==> src/rtl/pixel_packer.sv <==
// Packs the crop stage's 8-bit pixel stream into 32-bit words held in a
// register FIFO, presented as a valid/ready stream; stalls the crop stage from FIFO occupancy.
module pixel_packer #(
  parameter int NUM_PIXELS   = 784,
  parameter int FIFO_DEPTH   = 16,
  parameter int STALL_MARGIN = 3
) (
  input  logic        clk,
  input  logic        reset,
  input  logic [7:0]  pixel_i,
  input  logic        pixel_valid,
  input  logic        image_done,
  output logic        stall,
  output logic [31:0] m_data,
  output logic [3:0]  m_keep,
  output logic        m_last,
  output logic        m_valid,
  input  logic        m_ready,
  output logic        overflow,
  output logic        short_frame,
  input  logic        clear_flags
);

  localparam int PW     = $clog2(FIFO_DEPTH) + 1;
  localparam int AW     = PW - 1;
  localparam int WORD_W = 37;

  localparam logic [9:0]    LAST_IDX = 10'(NUM_PIXELS - 1);
  localparam logic [PW-1:0] DEPTH_W  = PW'(FIFO_DEPTH);
  localparam logic [PW-1:0] MARGIN_W = PW'(STALL_MARGIN);
  localparam logic [PW-1:0] ONE_W    = PW'(1);

  typedef struct packed {
    logic        last;
    logic [3:0]  keep;
    logic [31:0] data;
  } word_t;

  function automatic logic [3:0] keep_mask(input logic [2:0] fill);
    case (fill)
      3'd0:    keep_mask = 4'b0000;
      3'd1:    keep_mask = 4'b0001;
      3'd2:    keep_mask = 4'b0011;
      3'd3:    keep_mask = 4'b0111;
      default: keep_mask = 4'b1111;
    endcase
  endfunction

  logic [1:0]    lane_r;
  logic [9:0]    pix_cnt_r;
  logic [23:0]   pack_r;
  word_t         mem_r [FIFO_DEPTH];
  logic [PW-1:0] wr_ptr_r;
  logic [PW-1:0] rd_ptr_r;
  logic          stall_r;
  logic          overflow_r;
  logic          short_frame_r;

  logic [31:0]   cur_data_s;
  logic [2:0]    fill_s;
  logic [1:0]    lane_nxt_s;
  logic [9:0]    cnt_nxt_s;
  logic [23:0]   pack_nxt_s;
  logic          push_s;
  logic          push_last_s;
  logic          short_set_s;
  word_t         push_word_s;
  word_t         head_s;
  logic [PW-1:0] occ_s;
  logic          full_s;
  logic          valid_s;
  logic          pop_s;
  logic          wr_en_s;
  logic          ovf_set_s;
  logic          stall_nxt_s;

  // Pack the incoming pixel, then apply the end-of-image rule to the result.
  always_comb begin
    cur_data_s  = {8'h00, pack_r};
    fill_s      = {1'b0, lane_r};
    lane_nxt_s  = lane_r;
    cnt_nxt_s   = pix_cnt_r;
    push_s      = 1'b0;
    push_last_s = 1'b0;
    short_set_s = 1'b0;
    if (pixel_valid) begin
      case (lane_r)
        2'd0:    cur_data_s[7:0]   = pixel_i;
        2'd1:    cur_data_s[15:8]  = pixel_i;
        2'd2:    cur_data_s[23:16] = pixel_i;
        2'd3:    cur_data_s[31:24] = pixel_i;
        default: cur_data_s[7:0]   = pixel_i;
      endcase
      fill_s = {1'b0, lane_r} + 3'd1;
      if (pix_cnt_r == LAST_IDX) begin
        push_s      = 1'b1;
        push_last_s = 1'b1;
        lane_nxt_s  = 2'd0;
        cnt_nxt_s   = 10'd0;
      end else if (lane_r == 2'd3) begin
        push_s     = 1'b1;
        lane_nxt_s = 2'd0;
        cnt_nxt_s  = pix_cnt_r + 10'd1;
      end else begin
        lane_nxt_s = lane_r + 2'd1;
        cnt_nxt_s  = pix_cnt_r + 10'd1;
      end
    end else begin
      fill_s = {1'b0, lane_r};
    end
    // A premature image end flushes whatever is held (possibly an empty word).
    if (image_done && (cnt_nxt_s != 10'd0)) begin
      push_s      = 1'b1;
      push_last_s = 1'b1;
      short_set_s = 1'b1;
      lane_nxt_s  = 2'd0;
      cnt_nxt_s   = 10'd0;
    end else begin
      short_set_s = 1'b0;
    end
    if (push_s) begin
      pack_nxt_s = 24'h000000;
    end else begin
      pack_nxt_s = cur_data_s[23:0];
    end
    push_word_s.last = push_last_s;
    push_word_s.keep = keep_mask(fill_s);
    push_word_s.data = cur_data_s;
  end

  // FIFO status and push/pop qualification.
  always_comb begin
    occ_s       = wr_ptr_r - rd_ptr_r;
    valid_s     = (occ_s != {PW{1'b0}});
    full_s      = (occ_s == DEPTH_W);
    pop_s       = valid_s & m_ready;
    wr_en_s     = push_s & (~full_s | pop_s);
    ovf_set_s   = push_s & full_s & ~pop_s;
    stall_nxt_s = ((DEPTH_W - occ_s) <= MARGIN_W);
  end

  // Lane, pixel counter and partial-word register.
  always_ff @(posedge clk) begin
    if (reset) begin
      lane_r    <= 2'd0;
      pix_cnt_r <= 10'd0;
      pack_r    <= 24'h000000;
    end else begin
      lane_r    <= lane_nxt_s;
      pix_cnt_r <= cnt_nxt_s;
      pack_r    <= pack_nxt_s;
    end
  end

  // Word storage and pointers; a full-FIFO write lands in the slot being popped.
  always_ff @(posedge clk) begin
    if (reset) begin
      wr_ptr_r <= {PW{1'b0}};
      rd_ptr_r <= {PW{1'b0}};
      for (int i = 0; i < FIFO_DEPTH; i++) begin
        mem_r[i] <= {WORD_W{1'b0}};
      end
    end else begin
      if (wr_en_s) begin
        mem_r[wr_ptr_r[AW-1:0]] <= push_word_s;
        wr_ptr_r                <= wr_ptr_r + ONE_W;
      end
      if (pop_s) begin
        rd_ptr_r <= rd_ptr_r + ONE_W;
      end
    end
  end

  // Stall and sticky flags; a set event beats a same-cycle clear.
  always_ff @(posedge clk) begin
    if (reset) begin
      stall_r       <= 1'b0;
      overflow_r    <= 1'b0;
      short_frame_r <= 1'b0;
    end else begin
      stall_r <= stall_nxt_s;
      if (ovf_set_s) begin
        overflow_r <= 1'b1;
      end else if (clear_flags) begin
        overflow_r <= 1'b0;
      end
      if (short_set_s) begin
        short_frame_r <= 1'b1;
      end else if (clear_flags) begin
        short_frame_r <= 1'b0;
      end
    end
  end

  assign head_s      = mem_r[rd_ptr_r[AW-1:0]];
  assign m_data      = head_s.data;
  assign m_keep      = head_s.keep;
  assign m_last      = head_s.last;
  assign m_valid     = valid_s;
  assign stall       = stall_r;
  assign overflow    = overflow_r;
  assign short_frame = short_frame_r;

endmodule
==> config.mk <==
export PLATFORM = sky130hd
export DESIGN_NAME = pixel_packer
export DESIGN_NICKNAME = d
export VERILOG_FILES = /design/src/rtl/pixel_packer.sv
export SDC_FILE = /design/constraint.sdc
export NUM_CORES = 1
export LEC_CHECK = 0
export CORE_MARGIN = 10
export CORE_UTILIZATION = 49
export CTS_CLUSTER_DIAMETER = 120
export DETAILED_ROUTE_END_ITERATION = 8
export MAX_ROUTING_LAYER = met4
export PLACE_DENSITY = 0.69
export RECOVER_POWER = 25
export SLEW_MARGIN = 20
export SYNTH_ARGS = -nofsm -noshare
export SYNTH_HDL_FRONTEND = slang
export SYNTH_SLANG_ARGS = --single-unit
==> constraint.sdc <==
create_clock -name clk -period 10.5 [get_ports clk]
set_input_delay 2.1 -clock clk [delete_from_list [all_inputs] [get_ports clk]]
set_output_delay 2.1 -clock clk [all_outputs]
set_load 0.05 [all_outputs]
======== Yosys cells after proc, flatten, opt, wreduce, memory -nomap -nowiden ========
Memory sizes are Yosys's and may differ from the RTL's. A register that Yosys moved wholly into a read port is not among the register bits.
Cells that the tools add are included.
storage, ports and cells
  word-level logic and storage cells ...... 74
  memories kept ........................... 1
  RAM bits ................................ 592
  output and inout port bits .............. 41
  register bits after elaboration ......... 49
  input bits .............................. 14
operators by class
  bitwise gates (word level) .............. 7
  order comparisons ....................... 1
  reduce and logical (&&, ||, !) cells .... 10
  $add $sub $neg .......................... 7
  equal/unequal tests ..................... 8
  muxes and demuxes ....................... 32
memory list
  memory  depth  width  rd ports  clocked after memory_dff  write ports  line  text
  mem_r   16     37     1         1                         16           52    word_t mem_r [FIFO_DEPTH];
operators with widths
  cell                   number
  $mux 37                1
  $reduce_or 37->1       1
  $mux 32                1
  $mux 8                 4
  $mux 10                2
  $mux 1                 17
  $pmux 4 s4             1
  $mux 4                 3
  $add 10x1->10 const B  1
  $add 5x1->5 const B    2
  $eq 10x10->1 const B   1
  $reduce_bool 10->1     1
  $eq 3x2->1 const B     2
  $eq 5x5->1 const B     1
  $le 5x2->1 const B     1
  $reduce_bool 5->1      1
  $sub 5x5->5            1
  $sub 5x5->5 const A    1
  $and 1x1->1            4
  $eq 2x2->1 const B     2
  $mux 2                 2
  $reduce_bool 2->1      2
  $reduce_or 2->1        2
  $add 2x1->3 const B    1
  other kinds (9)        10

======== Logic depth before layout (Yosys ltp) ========
Gate-level depths: netlist (run 1).
  word-level depth ........................ 12
  depth in mapped cells ................... 18
  mapped depth without buffers ............ 15

======== Least setup slack after synthesis (run 1) ========
Ideal clock, no wire load.
  path type ............................... input-to-reg
  start ................................... input port pixel_valid
  end ..................................... memory mem_r[15][0] (netlist name) (enable)
  stages on the path ...................... 8
  data arrival time ....................... 4.143 ns
  slack ................................... 5.964 ns
  buffers on the path ..................... 2
  data required time ...................... 10.107 ns
  library setup time ...................... 0.393 ns
  path through ............................ nand4_2 > or3_1 > a41o_1 > o211ai_2 > o31a_4 > buf_6 > buf_6 > a21o_1
RTL lines
  what             line  text
  start, declared  11    input logic pixel_valid,
  end, declared    52

==> results.py, run 1 <==
metrics = {
    "clock_tree": {
        "cts_tree": "built",
        "clk_path_buf_depth": 3,
        "cts_hold_buffers": 0,
        "cts.repair.resized": 0,
        "post-cts-setup-buffer-count": 0,
        "cts_root_buf": "clkbuf_16",
        "cts_inserted_buffers": 68,
        "ctsHtreeMaxLevel": 3,
        "path_clk_slew_ns": 0.06,
        "insertion_delay_ns": 0.61,
        "cts_sinks": 645,
    },
    "worst_setup_path": {
        "critical_path_class": "in2reg",
        "arrival_ns": 8.04,
        "reg2regPathDepth": 15,
        "worst_setup_path_start_kind": "input pin",
        "end_kind": "flip-flop",
        "crit_fanout": 40,
        "required_ns": 10.91,
    },
    "drt": {
        "wirelength_um": 70970,
        "ant_nets": 0,
        "via_count": 16080,
        "drt-pass1-iter-count": 5,
        "drt_iter0_markers": 1843,
        "avgViaCountPerCell": 6.021,
        "wl_per_cell_um": 26.57,
        "post-route-drc-count": 0,
    },
    "synthesis": {
        "synth_warnings": 0,
        "synth.area.top_cells": "edfxtp_1 63%, mux4_2 15%, nor2_1 8.1%, dfxtp_1 3.8%, clkbuf_1 0.89%",
        "synth.ff_latch_count": 645,
        "synth_cells": 1853,
        "synthesis.area_mm2": 0.02818,
        "yosys-top-cells-count": "607 x nor2_1, 592 x edfxtp_1, 185 x mux4_2",
        "syn_area_per_cell_um2": 15.21,
        "synth_top_cell_by_area": "edfxtp_1",
        "synthMostInstantiatedCell": "nor2_1",
        "ys.flop_type": "edfxtp_1",
        "yosysSeqAreaShare": 0.6686,
        "synth_cell_type_count": 52,
        "async_flop_share": 0,
        "synth_edf_count": 592,
        "syn-num-nets": 1886,
        "synth.top_cell.area_share": 0.6309,
    },
    "sta": {
        "fin_tns_setup_ns": 0,
        "max_freq_ghz": 0.1310,
        "grt_setup_unrepaired": "false",
        "fin_crit_sh": 0.7271,
        "setup_viol": 0,
        "slew_viol_final": 119,
        "relSlewSlack": -0.6121,
        "hold_viol": 0,
        "fin_crit_ns": 7.635,
        "tightestPinTransition_ns": 2.418,
        "finalClockSkew_ns": 0.03723,
    },
    "grt": {
        "gr-usage-all-layers": 0.2182,
        "antenna_found_initial": 1,
        "grt-ovfl-total": 0,
        "grt_max_degree": 85,
        "grt_pass1_wl_um": 105500,
        "grt_pass1_vias": 16400,
    },
    "cells_and_area": {
        "syn2layout_area_growth_pct": 11.26,
        "utilization": 0.5528,
        "drive_above_1_share": 0.2059,
        "layout.nets": 1891,
        "finalInstanceArea_mm2": 0.03135,
    },
    "power_and_ir_drop": {
        "netSwitchingFraction": 0.2821,
        "pwr-share-clk": 0.343,
        "p_switching_mw": 1.972,
        "p_int_mw": 5.017,
        "p_per_area_mw_per_mm2": 222.9,
        "combPwrFrac": 0.226,
        "seqPwrFrac": 0.431,
        "p_leak_nw": 10.18,
        "peakVddDrop_uv": 160.6,
    },
    "floorplanning": {
        "chipWidth_um": 259.8,
        "dieArea_mm2": 0.06749,
        "floorplan.rows": 87,
        "core_area_mm2": 0.05671,
        "initial_core_util": 0.4968,
        "die_h_um": 259.8,
        "ios": 55,
    },
    "flow_run": {
        "timing.max_cap.violations": 3,
    },
    "worst_hold_path": {
        "hold_depth": 2,
        "min_path_type": "reg2reg",
    },
    "placement": {
        "numPortBuffers": 54,
        "dp_hpwl_um": 36690,
        "gp_congestion": 0.7903,
        "dpl-instance-area_mm2": 0.02914,
    },
    "status": {
        "violations": "capacitance limit, slew limit",
        "status": "complete, but fails checks",
    },
}
==> flip-flops by register name, indices dropped and copies added, names as in the netlist, named ones only <==
| register | flops |
|---|---|
| pack_r | 24 |
| overflow | 1 |
| mem_r | 592 |
| short_frame | 1 |
| wr_ptr_r | 5 |
| lane_r | 2 |
| rd_ptr_r | 5 |
| pix_cnt_r | 10 |
| stall | 1 |
==> cell type report <==
type                       instances  area (um^2)
sequential                       645        18850
fill                            4374        25360
inverter                          17        63.81
antenna                            1        2.502
tap                              756        945.9
timing repair buffer              88        800.8
clock inverter                    35        322.8
clock buffer                      91         1902
multi-input combinational       1038         8461
==> power groups by stage <==
| stage | clock [mW] | combinational, mW | sequential [mW] |
|---|---|---|---|
| 5_1_grt | 2.52 | 1.67 | 3.03 |
| 2_1_floorplan | 0 | 1.22 | 2.99 |
| 3_3_place_gp | 0 | 1.59 | 3.06 |
| 4_1_cts | 2.42 | 1.61 | 3.02 |
| 6_report | 2.40 | 1.58 | 3.01 |
| 3_5_place_dp | 0 | 1.60 | 3.07 |
==> path summary, 6_finish.rpt <==
| path | startpoint | end | slack (ns) |
|---|---|---|---|
| hold / removal | overflow | overflow | 0.47 |
| hold reg to reg | overflow | overflow | 0.47 |
| setup / recovery | pixel_valid | mem_r[3][18] | 2.87 |
| setup reg to reg | wr_ptr_r[0] | mem_r[3][18] | 3.83 |
==> stage by stage <==
step / power (mW) / cells / worst slack (ns) / hold WS, ns
final: 6.989 / 2671 / 2.865 / 0.4741
after global placement: 4.653 / 2544 / 4.342 / 0.4613
after detailed placement: 4.671 / 2544 / 4.299 / 0.4771
after CTS: 7.043 / 2670 / 4.199 / 0.4870
after floorplan: 4.218 / 1853 / 5.964 / 0.4996
after global routing: 7.217 / 2671 / 2.528 / 0.5069
==> cells in the final DEF, fill, tap and decap left out, types with 5 or more instances in the layout <==
| master | n |
|---|---|
| clkinv_2 | 10 |
| clkinv_1 | 13 |
| nor2_2 | 30 |
| clkbuf_1 | 17 |
| clkdlybuf4s50_1 | 49 |
| dfxtp_1 | 49 |
| buf_4 | 31 |
| xnor2_1 | 18 |
| nor2_1 | 607 |
| nor2b_1 | 7 |
| and2_1 | 6 |
| a21o_1 | 6 |
| mux2i_2 | 14 |
| and3_1 | 5 |
| a21oi_1 | 9 |
| nand2b_1 | 7 |
| ha_1 | 18 |
| a31o_2 | 10 |
| edfxtp_1 | 592 |
| mux2i_1 | 11 |
| a31o_1 | 6 |
| clkbuf_8 | 5 |
| mux4_2 | 185 |
| nand3_1 | 7 |
| nand3_4 | 14 |
| nand4_1 | 6 |
| bufinv_16 | 5 |
| inv_1 | 17 |
| dlygate4sd3_1 | 5 |
| nand2_1 | 26 |
| nor3_1 | 14 |
| clkbuf_16 | 71 |
==> cell families after synthesis <==
family                     share of synthesized area
muxes                                         0.1572
AOI/OAI and AO/OA                            0.01235
buffers and inverters                        0.03242
and+or+nand+nor                               0.1139
xor gates and xnor gates                    0.006838
adders and majority gates                   0.008704
DFF                                           0.6686
==> metal layers <==
| metal | part of all wire | up-vias | wire [um] | GRT usage |
|---|---|---|---|---|
| li1 | - | 6833 | - | - |
| met3 | 0.086 | 161 | 6092 | 0.03419 |
| met4 | 0.030 | 0 | 2161 | 0.06854 |
| met1 | 0.38 | 8302 | 27180 | 0.2773 |
| met5 | 0 | - | 0 | - |
| met2 | 0.50 | 785 | 35540 | 0.3572 |
==> critical path: stages <==
cell and delay, ns:
dlygate4sd3_1 1.00, nand4_1 0.31, or3_1 0.38, a41o_1 0.21, o211ai_1 0.15, o31a_1 1.82
nand3_2 1.60, nor2_1 0.39
(Power assumes the default switching activity.)
==> run 2: changes to the inputs <==
- PLACE_DENSITY: 0.69 -> 0.72
- clock period: 10.5 -> 6.45 ns (I/O delays scaled with it)
==> results.py, run 2 (synthesized netlist as in run 1, its figures left out) <==
metrics = {
    "status": {
        "status": "finished, final reports clean",
    },
    "worst_setup_path": {
        "arrival_ns": 5.86,
        "crit_start": "pixel_valid",
        "required_ns": 6.85,
        "crit_fanout": 40,
        "end_kind": "flip-flop",
        "worst_setup_path_start_kind": "input pin",
        "critical_path_class": "in2reg",
        "reg2reg_from": "wr_ptr_r[0]",
    },
    "drt": {
        "drt_iter0_markers": 2108,
        "wl_met3_um": 6801,
        "post-route-drc-count": 0,
        "drt-pass1-iter-count": 5,
        "top_layer_used": "met4",
        "wl_met1_um": 26320,
        "wirelength_um": 71290,
        "avgViaCountPerCell": 6.070,
        "ant_nets": 0,
        "met2_wirelength_um": 36010,
        "wl_per_cell_um": 26.78,
        "via_count": 16160,
    },
    "placement": {
        "place_ws_ns": 1.257,
        "dp_hpwl_um": 40780,
        "dpl-instance-area_mm2": 0.02924,
        "gp_congestion": 0.8206,
        "place_inst": 2551,
        "numPortBuffers": 54,
    },
    "grt": {
        "gr-usage-all-layers": 0.2194,
        "grt_max_degree": 58,
        "antenna_found_initial": 0,
        "grt-ovfl-total": 0,
        "grt_pass1_wl_um": 106500,
        "grt_pass1_vias": 16520,
    },
    "clock_tree": {
        "insertion_delay_ns": 0.61,
        "clk_path_buf_depth": 3,
        "cts.repair.resized": 0,
        "cts_tree": "built",
        "cts_root_buf": "clkbuf_16",
        "cts_sinks": 645,
        "path_clk_slew_ns": 0.06,
        "cts_hold_buffers": 0,
        "post-cts-setup-buffer-count": 0,
        "cts_inserted_buffers": 66,
        "ctsHtreeMaxLevel": 3,
    },
    "sta": {
        "fin_crit_ns": 5.456,
        "grt_setup_unrepaired": "false",
        "fin_crit_sh": 0.8458,
        "hold_viol": 0,
        "tightestPinTransition_ns": 1.386,
        "max_freq_ghz": 0.1833,
        "fin_tns_setup_ns": 0,
        "setup_slack_ns": 0.9944,
        "relSlewSlack": 0.07577,
        "slew_viol_final": 0,
        "setup_viol": 0,
        "finalClockSkew_ns": 0.04102,
    },
    "cells_and_area": {
        "n_antenna_cell": 0,
        "largest_reg_flops": 592,
        "reg.largest.list": "mem_r x592, pack_r x24, pix_cnt_r x10",
        "drive_above_1_share": 0.2025,
        "syn2layout_area_growth_pct": 10.51,
        "finalInstanceArea_mm2": 0.03114,
        "stdcell_count": 2662,
        "final_common_cell": "nor2_1",
        "utilization": 0.5490,
        "layout_common_cells": "607 x nor2_1, 592 x edfxtp_1, 185 x mux4_2",
        "num-fill-cells": 4331,
        "regMostFlops": "mem_r",
        "layout.nets": 1896,
    },
    "floorplanning": {
        "ios": 55,
        "initial_core_util": 0.4968,
        "chipWidth_um": 259.8,
        "dieArea_mm2": 0.06749,
        "die_h_um": 259.8,
        "floorplan.rows": 87,
        "core_area_mm2": 0.05671,
    },
    "power_and_ir_drop": {
        "peakVddDrop_uv": 214.9,
        "p_leak_nw": 10.11,
        "p_per_area_mw_per_mm2": 356.3,
    },
    "worst_hold_path": {
        "min_path_type": "reg2reg",
        "worstHoldStart": "overflow",
    },
    "flow_run": {
        "timing.max_cap.violations": 0,
    },
}
==> run 2: cell count changes in the layout (fill, tap and decap cells not counted), sizes merged <==
cell | before | now
diode | 1 | 0
inv | 19 | 18
clkinv | 26 | 18
buf | 32 | 39
bufinv | 5 | 1
clkinvlp | 2 | 0
==> run 2: where the power goes <==
group / total (mW) / switching [mW] / internal [mW]
logic: 2.65 / 1.50 / 1.15
registers: 4.90 / 0.148 / 4.75
clock network: 3.54 / 1.54 / 2.00
total: 11.1 / 3.19 / 7.91
==> run 2: layout make-up <==
cell class | instances | area, um^2 | share of cell area
multi-input cells | 1038 | 8452 | 0.2714
clock inverters | 20 | 128.9 | 0.004139
inverters | 17 | 63.81 | 0.002049
well taps | 756 | 945.9 | 0.03038
clock buffers | 91 | 1818 | 0.05839
flip-flops and latches | 645 | 18850 | 0.6054
repair buffers | 95 | 878.3 | 0.02821
==> run 2: worst max-delay path, stage by stage <==
cell and delay (ns):
dlygate4sd3_1 0.52, clkbuf_1 0.71, nand4_1 0.40, or3_1 0.45
a41o_1 0.22, o211ai_1 0.16, o31a_4 0.56, nand3_2 1.11
nor2_1 0.40
==> run 2: metal layers <==
metal | GRT usage | vias to the layer above
met3 | 0.03922 | 142
met1 | 0.2762 | 8288
met4 | 0.07910 | 0
met2 | 0.3540 | 914
met5 | - | -
li1 | - | 6814
==> run 2: worst paths after layout <==
path / slack, ns / end / cells after the start
max: 0.99 / mem_r[8][12] / 9
min: 0.47 / overflow / 2
max reg2reg: 1.61 / mem_r[8][12] / 15
min reg2reg: 0.47 / overflow / 2
==> run 2: stage by stage <==
step           power, mW  hold WS (ns)
2_1_floorplan      6.867        0.4996
3_3_place_gp       7.641        0.4582
3_5_place_dp       7.676        0.4715
4_1_cts            11.17        0.4813
5_1_grt            11.45        0.5222
6_report           11.09        0.4732
